[config.mk]
export PLATFORM = sky130hd
export DESIGN_NAME = cipher_scheduler_flat
export DESIGN_NICKNAME = d
export VERILOG_FILES = /design/src/rtl/cipher_scheduler_if.sv /design/src/rtl/cipher_scheduler.sv /design/src/flat_wrapper.sv
export SDC_FILE = /design/constraint.sdc
export NUM_CORES = 1
export LEC_CHECK = 0
export CAP_MARGIN = 5
export CORE_MARGIN = 4
export CORE_UTILIZATION = 47
export CTS_BUF_LIST = sky130_fd_sc_hd__clkbuf_4 sky130_fd_sc_hd__clkbuf_8
export DETAILED_ROUTE_END_ITERATION = 10
export PLACE_DENSITY = 0.71
export SYNTH_ARGS = -nofsm -noshare
export SYNTH_HDL_FRONTEND = slang
export SYNTH_SLANG_ARGS = --single-unit
[constraint.sdc]
create_clock -name clk -period 2 [get_ports clk]
set_input_delay 0.3 -clock clk [delete_from_list [all_inputs] [get_ports clk]]
set_output_delay 0.3 -clock clk [all_outputs]
set_load 0.01 [all_outputs]
[src/rtl/cipher_scheduler_if.sv]
// Requester-side byte streams and downstream sink bundle for cipher_scheduler.
// slave = scheduler side, master = requester/sink side.
interface cipher_scheduler_if;
    logic [1:0] in_valid;
    logic [7:0] in_data0;
    logic [7:0] in_data1;
    logic [1:0] in_last;
    logic [1:0] in_ready;
    logic       out_valid;
    logic [7:0] out_data;
    logic       out_ch;
    logic       out_last;

    modport slave (
        input  in_valid, in_data0, in_data1, in_last,
        output in_ready, out_valid, out_data, out_ch, out_last
    );

    modport master (
        output in_valid, in_data0, in_data1, in_last,
        input  in_ready, out_valid, out_data, out_ch, out_last
    );
endinterface

[src/rtl/cipher_scheduler.sv]
// Two-channel frame scheduler sharing one LFSR keystream with per-channel saved context.
// Optional idle timeout inside a frame: define CIPHER_SCHED_TIMEOUT_EN.
module cipher_scheduler #(
    parameter int         TIMEOUT_CYCLES = 16,
    parameter logic [7:0] SEED           = 8'hCD
) (
    input  logic               clk,
    input  logic               rst_n,
    input  logic               seed_wr,
    input  logic               seed_ch,
    input  logic [7:0]         seed_data,
    cipher_scheduler_if.slave  bus,
    output logic               abort
);

    typedef enum logic [1:0] {IDLE, LOAD, RUN, SAVE} state_t;

    state_t     state_q, state_d;
    logic       grant_q, grant_d;
    logic       prio_q;
    logic       dirty_q;
    logic [7:0] lfsr_q;
    logic [7:0] ctx_q [2];
    logic [7:0] lfsr_next;
    logic [7:0] data_sel;
    logic       last_sel;
    logic       accept;
    logic       tmo;

    assign lfsr_next = {lfsr_q[6:0], lfsr_q[7] ^ lfsr_q[5] ^ lfsr_q[4] ^ lfsr_q[3]};
    assign data_sel  = grant_q ? bus.in_data1 : bus.in_data0;
    assign last_sel  = bus.in_last[grant_q];
    assign accept    = (state_q == RUN) && bus.in_valid[grant_q] && bus.in_ready[grant_q];

`ifdef CIPHER_SCHED_TIMEOUT_EN
    localparam int CW = $clog2(TIMEOUT_CYCLES + 1);

    logic [CW-1:0] idle_cnt_q;
    logic          abort_q;

    // Fires on the TIMEOUT_CYCLES-th consecutive idle cycle of the frame
    assign tmo = (state_q == RUN) && !bus.in_valid[grant_q]
                 && (idle_cnt_q == CW'(TIMEOUT_CYCLES - 1));

    always_ff @(posedge clk or negedge rst_n) begin
        if (!rst_n) begin
            idle_cnt_q <= '0;
            abort_q    <= 1'b0;
        end else begin
            abort_q <= tmo;
            if (state_q != RUN || accept) begin
                idle_cnt_q <= '0;
            end else if (!bus.in_valid[grant_q]) begin
                idle_cnt_q <= idle_cnt_q + 1'b1;
            end
        end
    end

    assign abort = abort_q;
`else
    assign tmo   = 1'b0;
    assign abort = 1'b0;
`endif

    always_comb begin
        state_d = state_q;
        grant_d = grant_q;
        unique case (state_q)
            IDLE: begin
                unique case (bus.in_valid)
                    2'b11: begin
                        grant_d = prio_q;
                        state_d = LOAD;
                    end
                    2'b01: begin
                        grant_d = 1'b0;
                        state_d = LOAD;
                    end
                    2'b10: begin
                        grant_d = 1'b1;
                        state_d = LOAD;
                    end
                    default: ;
                endcase
            end
            LOAD: state_d = RUN;
            RUN: begin
                if ((accept && last_sel) || tmo) begin
                    state_d = SAVE;
                end
            end
            SAVE: state_d = IDLE;
            default: state_d = IDLE;
        endcase
    end

    always_ff @(posedge clk or negedge rst_n) begin
        if (!rst_n) begin
            state_q      <= IDLE;
            grant_q      <= 1'b0;
            prio_q       <= 1'b0;
            dirty_q      <= 1'b0;
            lfsr_q       <= SEED;
            bus.in_ready <= 2'b00;
        end else begin
            state_q <= state_d;
            grant_q <= grant_d;
            // Ready follows the upcoming state, so it is high exactly in RUN
            bus.in_ready <= (state_d == RUN) ? (grant_d ? 2'b10 : 2'b01) : 2'b00;
            if (state_q == LOAD) begin
                lfsr_q <= ctx_q[grant_q];
            end else if (accept) begin
                lfsr_q <= lfsr_next;
            end
            if (state_q == SAVE) begin
                prio_q  <= ~grant_q;
                dirty_q <= 1'b0;
            end else if (seed_wr && seed_ch == grant_q
                         && (state_q == LOAD || state_q == RUN)) begin
                dirty_q <= 1'b1;
            end
        end
    end

    always_ff @(posedge clk or negedge rst_n) begin
        if (!rst_n) begin
            ctx_q[0] <= SEED;
            ctx_q[1] <= SEED;
        end else begin
            for (int i = 0; i < 2; i++) begin
                if (seed_wr && seed_ch == 1'(i)) begin
                    ctx_q[i] <= seed_data;
                end else if (state_q == SAVE && grant_q == 1'(i) && !dirty_q) begin
                    ctx_q[i] <= lfsr_q;
                end
            end
        end
    end

    always_ff @(posedge clk or negedge rst_n) begin
        if (!rst_n) begin
            bus.out_valid <= 1'b0;
            bus.out_data  <= 8'h00;
            bus.out_ch    <= 1'b0;
            bus.out_last  <= 1'b0;
        end else begin
            bus.out_valid <= accept;
            bus.out_last  <= accept && last_sel;
            if (accept) begin
                bus.out_data <= data_sel ^ lfsr_q;
                bus.out_ch   <= grant_q;
            end
        end
    end

endmodule

[src/flat_wrapper.sv]
// flat-port wrapper written by rule: the top's interface ports become plain ports
module cipher_scheduler_flat 
#(
    parameter int         TIMEOUT_CYCLES = 16,
    parameter logic [7:0] SEED           = 8'hCD
)
  (clk, rst_n, seed_wr, seed_ch, seed_data, abort, bus_in_valid, bus_in_data0, bus_in_data1, bus_in_last, bus_in_ready, bus_out_valid, bus_out_data, bus_out_ch, bus_out_last);
  cipher_scheduler_if bus_i ();
  input  logic clk;
  input  logic rst_n;
  input  logic seed_wr;
  input  logic seed_ch;
  input  logic [7:0] seed_data;
  output logic abort;
  input wire logic [$bits(bus_i.in_valid)-1:0] bus_in_valid;
  input wire logic [$bits(bus_i.in_data0)-1:0] bus_in_data0;
  input wire logic [$bits(bus_i.in_data1)-1:0] bus_in_data1;
  input wire logic [$bits(bus_i.in_last)-1:0] bus_in_last;
  output wire logic [$bits(bus_i.in_ready)-1:0] bus_in_ready;
  output wire logic [$bits(bus_i.out_valid)-1:0] bus_out_valid;
  output wire logic [$bits(bus_i.out_data)-1:0] bus_out_data;
  output wire logic [$bits(bus_i.out_ch)-1:0] bus_out_ch;
  output wire logic [$bits(bus_i.out_last)-1:0] bus_out_last;
  assign bus_i.in_valid = bus_in_valid;
  assign bus_i.in_data0 = bus_in_data0;
  assign bus_i.in_data1 = bus_in_data1;
  assign bus_i.in_last = bus_in_last;
  assign bus_in_ready = bus_i.in_ready;
  assign bus_out_valid = bus_i.out_valid;
  assign bus_out_data = bus_i.out_data;
  assign bus_out_ch = bus_i.out_ch;
  assign bus_out_last = bus_i.out_last;
  cipher_scheduler #(.TIMEOUT_CYCLES(TIMEOUT_CYCLES), .SEED(SEED)) u_core (.clk(clk), .rst_n(rst_n), .seed_wr(seed_wr), .seed_ch(seed_ch), .seed_data(seed_data), .bus(bus_i), .abort(abort));
endmodule
# --- Word level (Yosys, flattened, before mapping) ---
# Index checks and enable logic that the tools add are counted.
op_classes:
  order_cmp: 2
  eq_ne: 8
  mux: 25
  bitwise: 7
  reduce_logical: 19
op_table:
  columns: ["cell", "n"]
  rows:
  - ["8-bit two-way mux", 10]
  - ["1-bit logical AND", 11]
  - ["2-bit equality test, second input constant", 5]
  - ["1-bit two-way mux", 9]
  - ["2-bit two-way mux", 4]
  - ["2-bit case mux with 4 select lines", 1]
  - ["2-bit nonzero test", 4]
  - ["8-bit bitwise XOR", 1]
  - ["2-bit by 1-bit equality test with 1-bit output, second input constant", 2]
  - ["1-bit case mux with 3 select lines", 1]
  - ["3-bit OR reduction", 1]
  - ["1-bit bitwise XOR", 3]
  - ["2-bit >= comparator, second input constant", 1]
  - ["2-bit logical NOT", 1]
  - ["1-bit by 2-bit less-than comparator with 1-bit output, second input constant", 1]
  - ["1-bit NOT", 2]
  - ["1-bit NOT with 2-bit output", 1]
  - ["1-bit equality test", 1]
  - ["1-bit logical NOT", 1]
  - ["1-bit logical OR", 1]
word_totals:
  register_bits: 42
  in_bits: 32

# --- Longest topological paths before layout ---
# Gate-level depths: netlist of run 1.
logic_depth:
  ltp_word: 9
  mapped_depth: 7
  mapped_depth_nobuf: 6

# --- Least setup slack after synthesis of run 1 ---
# Ideal clock, no wire load.
synth_path:
  path_kind: "register -> register"
  startpoint: "register u_core.state_q[0]"
  endpoint: "register u_core.lfsr_q[5]"
  setup_time_ns: 0.124
  arrival_ns: 1.481
  path_slack_ns: 0.395
  stages_incl_launch_ff: 7
  path_buffers: 1
  period_less_slack_ns: 1.605
  cell_sequence: "dfrtp_1 -> inv_1 -> ha_1 -> nand4_2 -> buf_6 -> and3_1 -> o31a_1"
synth_via:
  elab_chain_len: 4
synth_rtl:
  columns: ["item", "line_no", "source"]
  rows:
  - ["start, declared", "cipher_scheduler.sv:18", "state_t state_q, state_d;"]
  - ["start signal, assigned", "cipher_scheduler.sv:106", "state_q <= state_d;"]
  - ["2-bit equality test", "cipher_scheduler.sv:33", "assign accept = (state_q == RUN) && bus.in_valid[grant_q] && bus.in_ready[grant_q];"]
  - ["1-bit logical AND (2 in series)", "cipher_scheduler.sv:33", null]
  - ["2-bit nonzero test (no source line)", null, null]
  - ["end signal, assigned", "cipher_scheduler.sv:111", "lfsr_q <= ctx_q[grant_q];"]
  - ["end signal, assigned", "cipher_scheduler.sv:113", "lfsr_q <= lfsr_next;"]
  - ["end, declared", "cipher_scheduler.sv:22", "logic [7:0] lfsr_q;"]
# Parallel ways exist; a longest one is shown, timed or not.
# A chain may end at the register's enable or synchronous reset.

# --- Worst setup path in the final report of run 1 ---
layout_path:
  startpoint: "register u_core.state_q[0]"
  endpoint: "register u_core.bus.out_data[1]"
layout_via:
  elab_chain_len: 3
layout_rtl:
  columns: ["item", "line_no", "source"]
  rows:
  - ["2-bit equality test", "cipher_scheduler.sv:33", null]
  - ["1-bit logical AND (2 in series)", "cipher_scheduler.sv:33", null]
  - ["end signal, assigned", "cipher_scheduler.sv:150", "bus.out_data <= data_sel ^ lfsr_q;"]
  - ["end, declared", "cipher_scheduler_if.sv:16", "output in_ready, out_valid, out_data, out_ch, out_last"]
# Every way passes these cells.

==> PnR_summary.wiki, run 1 <==
{| class="wikitable"
! Metric !! Value
|-
| Core region area || 4786 µm²
|-
| Class of the tightest hold or removal check || primary input to asynchronous set/reset pin
|-
| Clock insertion delay at the later pin of the skew report || roughly 300 ps
|-
| Total of flip-flops plus latches after synthesis || 42
|-
| Clock slew at reported path FFs || about 80 ps
|-
| Layout net count || between 200 and 300
|-
| Count of buffers added by post-CTS timing repair for setup || 0
|-
| Routed wire length || around 4600 µm
|-
| Area of the mapped netlist || 2343 µm²
|-
| Wire per inst || 14.80 µm
|-
| Max Slew Vio Count || 0
|-
| Tot Pwr || ~4300 µW
|-
| Timing-limited maximum frequency || approximately 0.55 GHz
|-
| Final Core Density || 62.14%
|-
| Layout Area Growth over Synthesis || 26.91%
|-
| Required time of the critical path || roughly 2200 ps
|-
| Outcome || completed
|-
| Ratio of cells with drive above 1 in the final layout || 29.10%
|-
| First DRT Iteration DRCs || 51
|-
| Sequential area share after synthesis || between 40% and 50%
|-
| Die Y-Extent || 78.61 µm
|-
| Final weighted congestion of routability-driven global placement || 0.7644
|-
| Clock Sinks || 42
|-
| Maximum number of pins on one net before global-route repair || 43
|-
| H-tree Lvls || 2
|-
| Count of yosys warnings during synthesis || 0
|-
| Initial cell density of the core || between 40% and 50%
|-
| Final worst clock skew || 10.36 ps
|-
| Number of buffers inserted during clock tree synthesis || 5
|-
| TritonCTS clock tree || built
|-
| Antenna violations before repair || 0
|-
| Clock root cell || sky130_fd_sc_hd__clkbuf_8
|-
| Data arrival, critical path || 2010 ps
|-
| Post-Place Setup Slack || between 90 and 100 ps
|-
| Number of nets with antenna violations after routing || 0
|-
| Post-layout minimum cycle time || 1818 ps
|-
| Worst setup slack after layout || around 180 ps
|-
| Count of different cell masters after synthesis || 39
|-
| Power per Cell Area || roughly 1400 nW/µm²
|-
| Instance count of the mapped netlist || 196
|-
| Buffers on Ports || 44
|-
| Global-route wire length before repair || 7748 µm
|-
| Avg Vias per Cell || between 5 and 6
|-
| Actual slew at the worst max-slew pin || between 500 and 600 ps
|-
| Pre-Repair DR Iteration Count || 4
|-
| Residual DRC || 0
|-
| Total of endpoints with negative setup slack in the final report || 0
|-
| Antenna fix cells || 0
|-
| Detailed Place HPWL || between 3000 and 4000 µm
|-
| Syn Nets || approximately 230
|-
| Maximum root-to-sink buffer count || 2
|-
| Top-Level Pins || 46
|-
| Number of buffers inserted by hold repair at cts || 0
|-
| Max cap viols || 0
|-
| Vias in the first global route || approximately 1600
|-
| Element type at the critical path end || flip-flop
|-
| Worst setup path category || flip-flop to flip-flop
|-
| Mean instance size in the synthesized netlist || roughly 12 µm²
|-
| Largest fanout of any net on the critical path || 19
|-
| Total routing usage reported by global routing || between 15 and 20%
|-
| Relative slew slack || 64.54%
|-
| Gr ovfl total || 0
|-
| Final hold violation count || 0
|-
| Final clock period utilization by the worst path || ~91%
|-
| CP startpoint kind || flip-flop
|-
| Number of gates resized after CTS || 0
|-
| Max IR drop VDD || between 700 and 800 µV
|-
| Sum of negative setup slack || 0 ps
|-
| RSZ-0062 raised after global routing || no
|-
| Die X || between 70 and 80 µm
|-
| Count of standard-cell rows || 25
|-
| Die footprint || 6180 µm²
|-
| Via count || approximately 1600
|-
| Leakage || around 0.0013 µW
|}
==> flip-flops by register name, indices dropped and copies added (netlist names) <==
| signal | count |
|---|---|
| u_core.lfsr_q | 8 |
| u_core.dirty_q | 1 |
| u_core.bus.in_ready | 2 |
| u_core.bus.out_valid | 1 |
| u_core.bus.out_last | 1 |
| u_core.bus.out_ch | 1 |
| u_core.grant_q | 1 |
| u_core.ctx_q | 16 |
| u_core.prio_q | 1 |
| u_core.state_q | 2 |
| u_core.bus.out_data | 8 |
==> final cells by class <==
class | instances | area, µm²
repair buffers | 52 | 495.5
well taps | 67 | 83.83
multi-input cells | 138 | 1167
inverters | 4 | 15.01
clock inverters | 2 | 60.06
flip-flops and latches | 42 | 1070
fillers | 402 | 1812
clock buffers | 6 | 82.58
==> final timing paths <==
check                      depth (start not counted)  slack (ps)                            endpoint                           from
max reg2reg                                        6         180  u_core.bus.out_data[1]$_DFFE_PN0P_    u_core.state_q[0]$_DFF_PN0_
min reg2reg                                        1         500       u_core.bus.out_ch$_DFFE_PN0P_  u_core.bus.out_ch$_DFFE_PN0P_
max in group asynchronous                          2        1550        u_core.lfsr_q[2]$_DFFE_PN1P_                          rst_n
max                                                6         180  u_core.bus.out_data[1]$_DFFE_PN0P_    u_core.state_q[0]$_DFF_PN0_
min in group clk                                   1         500       u_core.bus.out_ch$_DFFE_PN0P_  u_core.bus.out_ch$_DFFE_PN0P_
min                                                2          50  u_core.bus.out_data[6]$_DFFE_PN0P_                          rst_n
==> synthesized netlist by cell type <==
cell type                  number  area share, %
sky130_fd_sc_hd__o21bai_2       1           0.48
sky130_fd_sc_hd__mux2i_1       16            6.8
sky130_fd_sc_hd__nand2b_1       2           0.53
sky130_fd_sc_hd__and3_1         7            1.9
sky130_fd_sc_hd__inv_1          4           0.64
sky130_fd_sc_hd__o21ai_0        9            1.9
sky130_fd_sc_hd__nand2_2        1           0.27
sky130_fd_sc_hd__a32o_1         1           0.43
sky130_fd_sc_hd__and2_1         1           0.27
sky130_fd_sc_hd__nor2_1         3           0.48
sky130_fd_sc_hd__o21a_1         1           0.32
sky130_fd_sc_hd__nand3_1        8            1.7
sky130_fd_sc_hd__clkbuf_1       1           0.16
sky130_fd_sc_hd__nand4_2        1           0.53
sky130_fd_sc_hd__nand2_1        9            1.4
sky130_fd_sc_hd__a31oi_1        1           0.27
sky130_fd_sc_hd__dfrtp_1       27             29
sky130_fd_sc_hd__buf_6          5            2.4
sky130_fd_sc_hd__ha_1           5            2.7
sky130_fd_sc_hd__o21bai_1       1           0.32
sky130_fd_sc_hd__a21oi_1        2           0.43
sky130_fd_sc_hd__buf_1          1           0.16
sky130_fd_sc_hd__buf_2          4           0.85
sky130_fd_sc_hd__xnor2_1        2           0.75
sky130_fd_sc_hd__nor3_1         2           0.43
sky130_fd_sc_hd__o31a_1         7            2.6
sky130_fd_sc_hd__xor2_1        10            3.7
sky130_fd_sc_hd__a211oi_2       1           0.53
sky130_fd_sc_hd__o21ai_2        1           0.37
sky130_fd_sc_hd__nor2b_1        1           0.27
sky130_fd_sc_hd__dfstp_2       15             17
sky130_fd_sc_hd__buf_4          1           0.32
sky130_fd_sc_hd__mux2_2        33             16
sky130_fd_sc_hd__nand4b_4       1            1.0
sky130_fd_sc_hd__nand4b_1       1           0.37
sky130_fd_sc_hd__o311ai_1       1           0.37
sky130_fd_sc_hd__conb_1         1           0.16
sky130_fd_sc_hd__nor3b_1        1           0.32
sky130_fd_sc_hd__a21boi_0       7            2.2
==> metal layers <==
| metal | track usage, % | vias to the layer above | part of all wire, % |
|---|---|---|---|
| li1 | - | 792 | - |
| met1 | 21.21 | 755 | 47 |
| met2 | 24.53 | 33 | 46 |
| met3 | 5.275 | 4 | 5.8 |
| met4 | 5.944 | 0 | 1.2 |
| met5 | 0 | - | 0 |
==> worst max-delay path: stages (launching register included) <==
cell	delay (ps)
sky130_fd_sc_hd__dfrtp_1	430
sky130_fd_sc_hd__inv_1	120
sky130_fd_sc_hd__ha_1	260
sky130_fd_sc_hd__nand4b_4	270
sky130_fd_sc_hd__and2_1	260
sky130_fd_sc_hd__buf_4	170
sky130_fd_sc_hd__o21ai_0	210
==> report_power, final <==
part	switching (µW)	total (µW)	internal (µW)
clock network	286	818	532
logic	747	1780	1030
registers	328	1680	1360
total	1360	4280	2920
==> cells by family (layout without fill, tap and decap cells) <==
kind of cell    count (synthesis)  count (layout)  share of synthesized area [%]
buf+inv                        16              64                          4.538
fa+ha+maj                       5               5                          2.670
other cells                     1               1                         0.1600
compound gates                 33              33                          10.30
simple gates                   38              38                          9.504
mux                            49              49                          22.69
xor+xnor                       12              12                          4.485
flops                          42              42                          45.65
==> cells in the final DEF (no fill, tap or decap) <==
cell type,instances
sky130_fd_sc_hd__a21oi_1,2
sky130_fd_sc_hd__clkbuf_8,6
sky130_fd_sc_hd__o21bai_2,1
sky130_fd_sc_hd__nand4b_1,1
sky130_fd_sc_hd__nand2b_1,2
sky130_fd_sc_hd__a32o_1,1
sky130_fd_sc_hd__o21a_1,1
sky130_fd_sc_hd__o21ai_2,1
sky130_fd_sc_hd__nor2_1,3
sky130_fd_sc_hd__nand3_1,8
sky130_fd_sc_hd__nor3b_1,1
sky130_fd_sc_hd__nand4b_4,1
sky130_fd_sc_hd__inv_1,4
sky130_fd_sc_hd__mux2i_1,16
sky130_fd_sc_hd__xor2_1,10
sky130_fd_sc_hd__bufinv_16,2
sky130_fd_sc_hd__clkdlybuf4s50_1,43
sky130_fd_sc_hd__buf_4,8
sky130_fd_sc_hd__and2_1,1
sky130_fd_sc_hd__dfstp_2,15
sky130_fd_sc_hd__nand2_1,9
sky130_fd_sc_hd__xnor2_1,2
sky130_fd_sc_hd__a21boi_0,7
sky130_fd_sc_hd__a31oi_1,1
sky130_fd_sc_hd__nor3_1,2
sky130_fd_sc_hd__nand2_2,1
sky130_fd_sc_hd__o31a_1,7
sky130_fd_sc_hd__conb_1,1
sky130_fd_sc_hd__o21ai_0,9
sky130_fd_sc_hd__mux2_2,33
sky130_fd_sc_hd__nand4_2,1
sky130_fd_sc_hd__nor2b_1,1
sky130_fd_sc_hd__o21bai_1,1
sky130_fd_sc_hd__o311ai_1,1
sky130_fd_sc_hd__buf_2,1
sky130_fd_sc_hd__dfrtp_1,27
sky130_fd_sc_hd__and3_1,7
sky130_fd_sc_hd__ha_1,5
sky130_fd_sc_hd__a211oi_2,1
==> metrics by stage <==
stage          std cells  cell area (µm²)  hold slack [ps]
4_1_cts              311             2974            73.85
5_1_grt              311             2974            97.85
2_1_floorplan        196             2344            4.409
6_report             311             2974            54.59
3_3_place_gp         303             2831            400.7
3_5_place_dp         303             2831            404.2
(Power assumes the default switching activity.)
==> run 2: changes to the inputs <==
CTS_CLUSTER_SIZE = 16   (was default)
==> results of run 2 <==
The final DEF is identical to that of run 1; final timing and power are the same.
==> run 3: changes to the inputs <==
CORE_MARGIN = 3   (was 4)
DONT_BUFFER_PORTS = 1   (was default)
PLACE_DENSITY = 0.59   (was 0.71)
==> PnR_summary.wiki, run 3 (synthesized netlist as in run 1, its figures left out) <==
{| class="wikitable"
! Metric !! Value
|-
| Total routing usage reported by global routing || between 15 and 20%
|-
| Max cap viols || 0
|-
| Number of buffers inserted during clock tree synthesis || 5
|-
| Count of standard-cell rows || 25
|-
| Most frequent cells in the layout || 33 x sky130_fd_sc_hd__mux2_2, 27 x sky130_fd_sc_hd__dfrtp_1, 16 x sky130_fd_sc_hd__mux2i_1, 15 x sky130_fd_sc_hd__dfstp_2, 10 x sky130_fd_sc_hd__xor2_1
|-
| Outcome || completed
|-
| Maximum number of pins on one net before global-route repair || between 40 and 50
|-
| Via count || 1477
|-
| Initial cell density of the core || around half
|-
| Antenna violations before repair || 0
|-
| Largest fanout of any net on the critical path || 16
|-
| CP startpoint kind || flip-flop
|-
| Class of the tightest hold or removal check || primary input to flip-flop
|-
| Wire per inst || approximately 17 µm
|-
| Clock insertion delay at the later pin of the skew report || 290 ps
|-
| Relative slew slack || 63.31%
|-
| Ratio of cells with drive above 1 in the final layout || around a third
|-
| Leakage || 0.001079 µW
|-
| TritonCTS clock tree || built
|-
| Final hold violation count || 0
|-
| Timing-limited maximum frequency || 0.5584 GHz
|-
| Avg Vias per Cell || between 5 and 6
|-
| Buffers on Ports || 0
|-
| Routed wire length || around 4600 µm
|-
| Design Area, Final || 2539 µm²
|-
| Post-layout minimum cycle time || about 1800 ps
|-
| Layout Area Growth over Synthesis || 8.329%
|-
| Total of endpoints with negative setup slack in the final report || 0
|-
| Final weighted congestion of routability-driven global placement || just over 0.8
|-
| Multi-input logic area || roughly 1200 µm²
|-
| Most common library cell in the layout ignoring fill and taps || sky130_fd_sc_hd__mux2_2
|-
| RSZ-0062 raised after global routing || no
|-
| Required time of the critical path || around 2200 ps
|-
| Actual slew at the worst max-slew pin || between 500 and 600 ps
|-
| Vias in the first global route || 1537
|-
| Clock root cell || sky130_fd_sc_hd__clkbuf_8
|-
| Global-route wire length before repair || just under 8000 µm
|-
| Layout Cells excl Fill || 268
|-
| Max Slew Vio Count || 0
|-
| Data arrival, critical path || between 2000 and 2500 ps
|-
| Total placed instance area || 2389 µm²
|-
| Die footprint || roughly 5900 µm²
|-
| Antenna fix cells || 0
|-
| Critical Path Slowest Stage Cell || sky130_fd_sc_hd__dfrtp_1
|-
| Die Y-Extent || 76.61 µm
|-
| Detailed Place HPWL || between 3000 and 4000 µm
|-
| Power per Cell Area || approximately 1500 nW/µm²
|-
| H-tree Lvls || 2
|-
| Layout net count || around 240
|-
| Final Core Density || between 50 and 60%
|-
| Clock slew at reported path FFs || roughly 80 ps
|-
| Final worst clock skew || between 7 and 8 ps
|-
| Maximum root-to-sink buffer count || 2
|-
| Final clock period utilization by the worst path || 89.54%
|-
| Flip-flop count of the largest register, all copies and words added || 16
|-
| First DRT Iteration DRCs || 68
|-
| Residual DRC || 0
|-
| Clock Sinks || 42
|-
| Seq. cell area || around 1100 µm²
|-
| Series of cell instances along the critical path || inv_1 > ha_1 > nand4_4 > buf_4 > a211oi_2 > o21bai_1
|-
| Pre-Repair DR Iteration Count || 4
|-
| Sum of negative setup slack || 0 ps
|-
| Core region area || roughly 4800 µm²
|-
| Worst setup path category || flip-flop to flip-flop
|-
| Number of nets with antenna violations after routing || 0
|-
| Element type at the critical path end || flip-flop
|-
| Count of filler cells inserted in the layout || ~440
|-
| Top-Level Pins || 46
|-
| Top register by number of flip-flops || u_core.ctx_q
|-
| Max IR drop VDD || 577.5 µV
|-
| Die X || ~77 µm
|-
| Largest registers in the final layout || u_core.ctx_q x16, u_core.bus.out_data x8, u_core.lfsr_q x8
|-
| Gr ovfl total || 0
|-
| DP Cell Count || roughly 260
|-
| Highest cell delay on the worst timing path || between 300 and 400 ps
|}
[run 3: report_power, final]
group	total, µW	switching (µW)	internal (µW)
clock	635	287	349
sequential	1740	380	1360
combinational	1550	706	845
[run 3: critical path, delay by kind of cell, from the launching register on]
| family | cells | cell delay (ps) |
|---|---|---|
| simple gates | 1 | 240 |
| buf+inv | 2 | 360 |
| compound gates | 2 | 440 |
| fa+ha+maj | 1 | 290 |
| flops | 1 | 380 |
[run 3: area by class of cell]
class	instances	area share [%]
clock buffers	8	4.337
repair buffers	9	3.253
multi-input cells	138	46.38
inverters	4	0.5914
flip-flops and latches	42	42.14
well taps	67	3.302
[run 3: through the flow]
step	setup WS (ps)	hold WS, ps	power, µW
2_1_floorplan	395.0	4.409	2945
3_3_place_gp	182.0	5.636	3199
3_5_place_dp	104.2	5.572	3291
4_1_cts	80.25	193.3	3957
5_1_grt	78.87	201.0	4221
6_report	209.2	208.3	3923
[run 3: worst paths after layout]
| path | start | to | slack, ps | depth (start not counted) |
|---|---|---|---|---|
| worst max-delay path | u_core.state_q[0]$_DFF_PN0_ | u_core.state_q[0]$_DFF_PN0_ | 210 | 6 |
| max in group asynchronous | rst_n | u_core.ctx_q[10]$_DFFE_PN1P_ | 1260 | 2 |
| worst min-delay path | seed_wr | u_core.dirty_q$_DFFE_PN0P_ | 210 | 2 |
| worst min register to register | u_core.ctx_q[12]$_DFFE_PN0P_ | u_core.ctx_q[12]$_DFFE_PN0P_ | 510 | 1 |
| worst max register to register | u_core.state_q[0]$_DFF_PN0_ | u_core.state_q[0]$_DFF_PN0_ | 210 | 6 |
| min in group asynchronous | rst_n | u_core.bus.in_ready[1]$_DFF_PN0_ | 460 | 2 |
[run 3: timing repair]
item | in CTS | in global routing
setup buffers | 0 | 0
hold buffers | 2 | 0
gates resized for setup | 0 | 2
endpoints found under the setup margin | 0 | 6
hold endpoints to repair | 42 | 0
[run 3: per-layer routing]
metal  track usage (%)  vias to the layer above  share of wire (%)
met2             27.50                       36                 49
met3             4.728                        2                4.5
met4             4.348                        0               0.32
li1                  -                      709                  -
met1             22.02                      730                 46
met5                 0                        -                  0
